File: config.mk
export PLATFORM = sky130hd
export DESIGN_NAME = motor_pwm_slave_flat
export DESIGN_NICKNAME = d
export VERILOG_FILES = /design/src/rtl/motor_pwm_slave_if.sv /design/src/rtl/motor_pwm_slave.sv /design/src/flat_wrapper.sv
export SDC_FILE = /design/constraint.sdc
export NUM_CORES = 1
export LEC_CHECK = 0
export CAP_MARGIN = 20
export CORE_ASPECT_RATIO = 2
export CORE_MARGIN = 3
export CORE_UTILIZATION = 24
export DETAILED_ROUTE_END_ITERATION = 12
export PLACE_DENSITY = 0.42
export SLEW_MARGIN = 20
export SYNTH_ARGS = -nofsm -noshare
export SYNTH_HDL_FRONTEND = slang
export SYNTH_SLANG_ARGS = --single-unit
File: constraint.sdc
create_clock -name clk -period 2.94 [get_ports clk]
set_clock_uncertainty 0.1 [all_clocks]
set_input_delay 0.588 -clock clk [delete_from_list [all_inputs] [get_ports clk]]
set_output_delay 0.588 -clock clk [all_outputs]
set_load 0.05 [all_outputs]
File: src/rtl/motor_pwm_slave_if.sv
// Avalon-MM slave port bundle for motor_pwm_slave.
// Writes have zero wait states; reads stall one cycle on s_waitrequest.
interface motor_pwm_slave_if;
    logic        s_cs;
    logic [3:0]  s_address;
    logic        s_write;
    logic        s_read;
    logic [31:0] s_writedata;
    logic [31:0] s_readdata;
    logic        s_waitrequest;

    modport master (
        output s_cs, s_address, s_write, s_read, s_writedata,
        input  s_readdata, s_waitrequest
    );

    modport slave (
        input  s_cs, s_address, s_write, s_read, s_writedata,
        output s_readdata, s_waitrequest
    );
endinterface

File: src/rtl/motor_pwm_slave.sv
// Avalon-MM programmed PWM driver for one DRV8833-style H-bridge channel.
// Period/duty changes land on period boundaries; reversals coast for DEAD_CYCLES.
module motor_pwm_slave #(
    parameter int DEAD_CYCLES = 16
) (
    input  logic             clk,
    input  logic             reset_n,
    motor_pwm_slave_if.slave bus,
    output logic             motor_in1,
    output logic             motor_in2,
    output logic [1:0]       o_dbg_state
);
    localparam logic [7:0] DEAD_LAST = 8'(DEAD_CYCLES - 1);

    typedef enum logic [1:0] {
        ST_IDLE = 2'd0,
        ST_RUN  = 2'd1,
        ST_DEAD = 2'd2
    } state_t;

    state_t      r_state;
    state_t      w_next;

    logic [31:0] r_total;
    logic [31:0] r_high;
    logic [2:0]  r_ctrl;
    logic [31:0] r_tot_sh;
    logic [31:0] r_high_sh;
    logic        r_slow_sh;
    logic        r_dir;
    logic [31:0] r_cnt;
    logic [7:0]  r_dcnt;
    logic        r_rd_ack;
    logic [31:0] r_readdata;
    logic        r_in1;
    logic        r_in2;

    logic        w_wr;
    logic        w_rd;
    logic        w_go;
    logic        w_fwd;
    logic        w_tot_nz;
    logic        w_wrap;
    logic        w_dead_done;
    logic        w_enter_run;
    logic        w_load_sh;
    logic        w_pwm;
    logic        w_in1;
    logic        w_in2;

    // Handshake: a write completes on the edge where s_cs & s_write is high.
    // A read (s_cs & s_read without s_write) sees s_waitrequest high for one
    // cycle while s_readdata is captured, then completes with it low.
    assign w_wr = bus.s_cs & bus.s_write;
    assign w_rd = bus.s_cs & bus.s_read & ~bus.s_write;

    assign bus.s_waitrequest = w_rd & ~r_rd_ack;
    assign bus.s_readdata    = r_readdata;

    // CONTROL: bit0 go, bit1 forward, bit2 set selects slow (braking) decay.
    assign w_go        = r_ctrl[0];
    assign w_fwd       = r_ctrl[1];
    assign w_tot_nz    = (r_total != 32'd0);
    assign w_wrap      = (r_cnt == r_tot_sh - 32'd1);
    assign w_dead_done = (r_dcnt == DEAD_LAST);

    always_ff @(posedge clk or negedge reset_n) begin
        if (!reset_n) begin
            r_total <= 32'd0;
            r_high  <= 32'd0;
            r_ctrl  <= 3'd0;
        end else if (w_wr) begin
            case (bus.s_address)
                4'd0:    r_total <= bus.s_writedata;
                4'd1:    r_high  <= bus.s_writedata;
                4'd2:    r_ctrl  <= bus.s_writedata[2:0];
                default: ;
            endcase
        end
    end

    always_ff @(posedge clk or negedge reset_n) begin
        if (!reset_n) begin
            r_rd_ack   <= 1'b0;
            r_readdata <= 32'd0;
        end else begin
            r_rd_ack <= w_rd & ~r_rd_ack;
            if (w_rd && !r_rd_ack) begin
                case (bus.s_address)
                    4'd0:    r_readdata <= r_total;
                    4'd1:    r_readdata <= r_high;
                    4'd2:    r_readdata <= {29'd0, r_ctrl};
                    4'd3:    r_readdata <= r_cnt;
                    default: r_readdata <= 32'd0;
                endcase
            end
        end
    end

    always_ff @(posedge clk or negedge reset_n) begin
        if (!reset_n) begin
            r_state <= ST_IDLE;
        end else begin
            r_state <= w_next;
        end
    end

    always_comb begin
        w_next = r_state;
        case (r_state)
            ST_IDLE: begin
                if (w_go && w_tot_nz) w_next = ST_RUN;
            end
            ST_RUN: begin
                if (!w_go)                    w_next = ST_IDLE;
                else if (w_fwd != r_dir)      w_next = ST_DEAD;
                else if (w_wrap && !w_tot_nz) w_next = ST_IDLE;
            end
            ST_DEAD: begin
                if (!w_go)            w_next = ST_IDLE;
                else if (w_dead_done) w_next = w_tot_nz ? ST_RUN : ST_IDLE;
            end
            default: w_next = ST_IDLE;
        endcase
    end

    // Shadows track the live registers while idle, then only move at a
    // period boundary so a mid-period write never disturbs that period.
    assign w_enter_run = (w_next == ST_RUN) && (r_state != ST_RUN);
    assign w_load_sh   = (r_state == ST_IDLE) || w_enter_run ||
                         ((r_state == ST_RUN) && w_wrap);

    always_ff @(posedge clk or negedge reset_n) begin
        if (!reset_n) begin
            r_tot_sh  <= 32'd0;
            r_high_sh <= 32'd0;
            r_slow_sh <= 1'b0;
            r_dir     <= 1'b0;
            r_cnt     <= 32'd0;
            r_dcnt    <= 8'd0;
        end else begin
            if (w_load_sh) begin
                r_tot_sh  <= r_total;
                r_high_sh <= r_high;
                r_slow_sh <= r_ctrl[2];
            end
            if (w_enter_run) r_dir <= w_fwd;
            if ((r_state == ST_RUN) && (w_next == ST_RUN) && !w_wrap)
                r_cnt <= r_cnt + 32'd1;
            else
                r_cnt <= 32'd0;
            if ((r_state == ST_DEAD) && (w_next == ST_DEAD))
                r_dcnt <= r_dcnt + 8'd1;
            else
                r_dcnt <= 8'd0;
        end
    end

    always_comb begin
        w_pwm = (r_cnt < r_high_sh);
        w_in1 = 1'b0;
        w_in2 = 1'b0;
        if (r_state == ST_RUN) begin
            case ({r_slow_sh, r_dir})
                2'b01: begin w_in1 = w_pwm;  w_in2 = 1'b0;   end
                2'b00: begin w_in1 = 1'b0;   w_in2 = w_pwm;  end
                2'b11: begin w_in1 = 1'b1;   w_in2 = ~w_pwm; end
                2'b10: begin w_in1 = ~w_pwm; w_in2 = 1'b1;   end
                default: begin w_in1 = 1'b0; w_in2 = 1'b0;   end
            endcase
        end
    end

    always_ff @(posedge clk or negedge reset_n) begin
        if (!reset_n) begin
            r_in1 <= 1'b0;
            r_in2 <= 1'b0;
        end else begin
            r_in1 <= w_in1;
            r_in2 <= w_in2;
        end
    end

    assign motor_in1   = r_in1;
    assign motor_in2   = r_in2;
    assign o_dbg_state = r_state;
endmodule

File: src/flat_wrapper.sv
// flat-port wrapper written by rule: the top's interface ports become plain ports
module motor_pwm_slave_flat 
#(
    parameter int DEAD_CYCLES = 16
)
  (clk, reset_n, motor_in1, motor_in2, o_dbg_state, bus_s_cs, bus_s_address, bus_s_write, bus_s_read, bus_s_writedata, bus_s_readdata, bus_s_waitrequest);
  motor_pwm_slave_if bus_i ();
  input  logic clk;
  input  logic reset_n;
  output logic motor_in1;
  output logic motor_in2;
  output logic [1:0] o_dbg_state;
  input wire logic [$bits(bus_i.s_cs)-1:0] bus_s_cs;
  input wire logic [$bits(bus_i.s_address)-1:0] bus_s_address;
  input wire logic [$bits(bus_i.s_write)-1:0] bus_s_write;
  input wire logic [$bits(bus_i.s_read)-1:0] bus_s_read;
  input wire logic [$bits(bus_i.s_writedata)-1:0] bus_s_writedata;
  output wire logic [$bits(bus_i.s_readdata)-1:0] bus_s_readdata;
  output wire logic [$bits(bus_i.s_waitrequest)-1:0] bus_s_waitrequest;
  assign bus_i.s_cs = bus_s_cs;
  assign bus_i.s_address = bus_s_address;
  assign bus_i.s_write = bus_s_write;
  assign bus_i.s_read = bus_s_read;
  assign bus_i.s_writedata = bus_s_writedata;
  assign bus_s_readdata = bus_i.s_readdata;
  assign bus_s_waitrequest = bus_i.s_waitrequest;
  motor_pwm_slave #(.DEAD_CYCLES(DEAD_CYCLES)) u_core (.clk(clk), .reset_n(reset_n), .bus(bus_i), .motor_in1(motor_in1), .motor_in2(motor_in2), .o_dbg_state(o_dbg_state));
endmodule
==> run metrics <==
status complete, but fails checks; failing checks negative setup slack; Post-synth EDFFs 0; Crit Path Max Fanout 8; cts bufs inserted 21; wire length per cell between 20 and 25 um; Fin. Hold Viols 0; Hold Startpoint u_core.bus.s_readdata[8]; row count between 100 and 150; maximum vdd drop 0.350 mV; top cells by area, synth dfrtp_1, mux2_2, mux2_4, ha_1, xor2_1; root buffer cell clkbuf_16; antenna-violating nets left 0; synth warn 0; worst hold endpoint u_core.bus.s_readdata[8]; hold crit path type register to register; flops & latches, synth 210; layout cells sized above 1 between 30% and 40%; Crit path max-delay family simple AND/OR/NAND/NOR gates; worst r2r path cells 13; die height 310 um; Max Buffers Root-to-Sink 3; crit path cell chain inv_2 > ha_4 > nor2b_4 > nand4_4 > xnor2_1 > o21ai_1 > or4b_1 > nor4_2 > buf_4 > a31oi_4 > buf_12 > clkbuf_16 > mux2_4; routed wl met2 21.4 mm; post-synthesis cell type count 64; Most used DFF post-synth dfrtp_1; crit path buf inv count 4; Leakage 6.75 nW; synthesized cell area between 10000 and 15000 sq um; Starting Density between 20% and 30%; final core utilization around 33%; Design Area, Final 14900 sq um; Setup Viol. Count Final 97; Post-Route WL between 30 and 40 mm; DR iter-0 viols between 200 and 300; CTS tree done; cell with the most instances after synthesis dfrtp_1; Post-DP HPWL between 20 and 30 mm; worst setup path start u_core.r_tot_sh[0]; synth cell count leaders dfrtp_1, mux2_2, nand2_1, nor3_1; CP Capture Type register; R2R Path Start u_core.r_tot_sh[0]; worst path arrival time 3.44 ns; Clock transition at path regs 0.07 ns; power per cell area between 700 and 800 nW/um^2; die width 158 um; FFs w/ async S/R, synth 100%; share of the synthesized area in the top cell type 47.4%; IO Port Bufs 77; post-synthesis average cell area ~11 sq um; dpl cell area 13800 sq um; post-route setup slack -0.203 ns; global-route wire length before repair between 50 and 60 mm; post-synthesis sequential area ratio between 40% and 50%; Slew @ Worst Pin 0.665 ns; Final Wtd Congestion about 0.82; Mapped Nets around 1000; drt first pass iters 4; Final nets about 1300; ANT cells 0; Req. time, crit path between 3 and 4 ns; gr usage total 14.5%; min cycle time layout 3.14 ns; Register-to-Register Setup Slack -0.20 ns; critical path's slowest cell or4b_1; crit-path max cell delay 0.54 ns; critical path class register to register; worst hold stages 1; Residual DRC 0; Reg-to-Reg End u_core.r_high_sh[14]; Slew headroom between 50% and 60%; later-pin clock latency in the skew report between 0.5 and 0.6 ns; via count around 8200; Fmax achieved 318 MHz; CTS Sinks between 200 and 250; Synth Instances 970; Core Box Area around 45000 sq um; RSZ-0062 raised after global routing true; Die ar. between 40000 and 50000 sq um; met3 routed WL approximately 890 um; overall power 11.2 mW; leading area contributor after synthesis dfrtp_1; I/O Pins 78; H-Tree Depth 1; number of global-route vias before repair 9049; area added between synthesis and finish 34.8%; Critical Path Source Type register; largest net degree at the start of global routing 60; GRT overflow 0; Setup Slack @ Placement -0.353 ns; uppermost layer routed met4; Tcrit/Tclk final 107%; WL met1 roughly 12 mm; fillers 4518; initial antenna violation count 0; max-slew violation count 0; Max-cap violations 0; routed vias/inst around 4.7
==> state kept, by name, summed over array words and instances, names as in the netlist, 2 cells and up <==
| register | cells |
|---|---|
| u_core.bus.s_readdata | 32 |
| u_core.r_cnt | 32 |
| u_core.r_high | 32 |
| u_core.r_high_sh | 32 |
| u_core.r_tot_sh | 32 |
| u_core.r_total | 32 |
| u_core.r_dcnt | 8 |
| u_core.r_ctrl | 3 |
| u_core.o_dbg_state | 2 |
==> power by group <==
part	internal (mW)	leakage [nW]	switching, mW
sequential	3.48	2.77	0.487
clock	1.69	0.349	1.21
combinational	2.31	3.63	2.02
total	7.48	6.75	3.72
==> per-stage QoR <==
step	hold WS [ns]	std cells	setup TNS, ns
finish	0.404	1761	-14.10
global route	0.421	1761	-27.77
CTS	0.411	1755	-11.47
detailed placement	0.391	1714	-24.23
global placement	0.375	1714	-23.95
floorplan	0.192	970	-1.62
==> what timing repair did <==
| item | 4_1_cts | 5_1_grt |
|---|---|---|
| pin swaps | 2 | 8 |
| gates resized for setup | 8 | 52 |
| endpoints found under the hold margin | 53 | 0 |
| hold buffers | 1 | 0 |
| cloned | 0 | 5 |
| buffers inserted | 3 | 1 |
| endpoints found under the setup margin | 97 | 100 |
==> per-layer routing <==
metal	up-vias	track usage [%]
met5	-	0
met4	0	5.35
met3	51	1.39
met2	119	30.1
met1	4126	14.4
li1	3927	-
==> worst max-delay path by stage <==
stage	to	slack, ns	cells after the start
3_3_place_gp	u_core.r_high_sh[31]	-0.33	12
3_5_place_dp	u_core.r_high_sh[31]	-0.35	12
6_report	u_core.r_high_sh[14]	-0.20	13
4_1_cts	u_core.r_tot_sh[17]	-0.20	13
2_1_floorplan	u_core.r_high_sh[0]	-0.03	11
5_1_grt	u_core.r_high_sh[16]	-0.34	13
==> logic make-up after synthesis <==
logic type,count (synthesis),synth area share [%]
buffers and inverters,91,3.55
adder cells (fa/ha/maj),34,3.84
flip-flops,210,47.4
AO/OA/AOI/OAI,130,8.08
AND/OR/NAND/NOR,259,12.6
multiplexers,172,18.7
XOR/XNOR,74,5.85
==> area by class of cell <==
| cell class | instances | area (sq um) | share of cell area (%) |
|---|---|---|---|
| Tap cell | 560 | 701 | 4.69 |
| Sequential cell | 210 | 5260 | 35.2 |
| Clock buffer | 30 | 599 | 4.01 |
| Timing Repair Buffer | 249 | 2330 | 15.6 |
| Multi-Input combinational cell | 669 | 5800 | 38.8 |
| Clock inverter | 7 | 120 | 0.804 |
| Inverter | 36 | 135 | 0.904 |
==> layout by cell type (no fill, tap or decap), drive strengths merged, types with 6 or more instances in the layout <==
master         Yosys  layout
a211oi             7       7
a21o              16      16
a21oi             16      16
a22o              32      32
and3              10      10
buf               18     170
clkbuf            37      34
clkdlybuf4s50      0      74
dfrtp            210     210
ha                34      34
inv               36      38
mux2             136     136
mux2i             35      35
nand2             55      55
nand2b             6       6
nand3             25      25
nand4             22      22
nor2              38      38
nor2b              7       7
nor3              54      54
nor4              20      20
o21ai             37      37
xnor2             30      30
xor2              44      44
No activity file was read; power rests on OpenSTA's default activity.
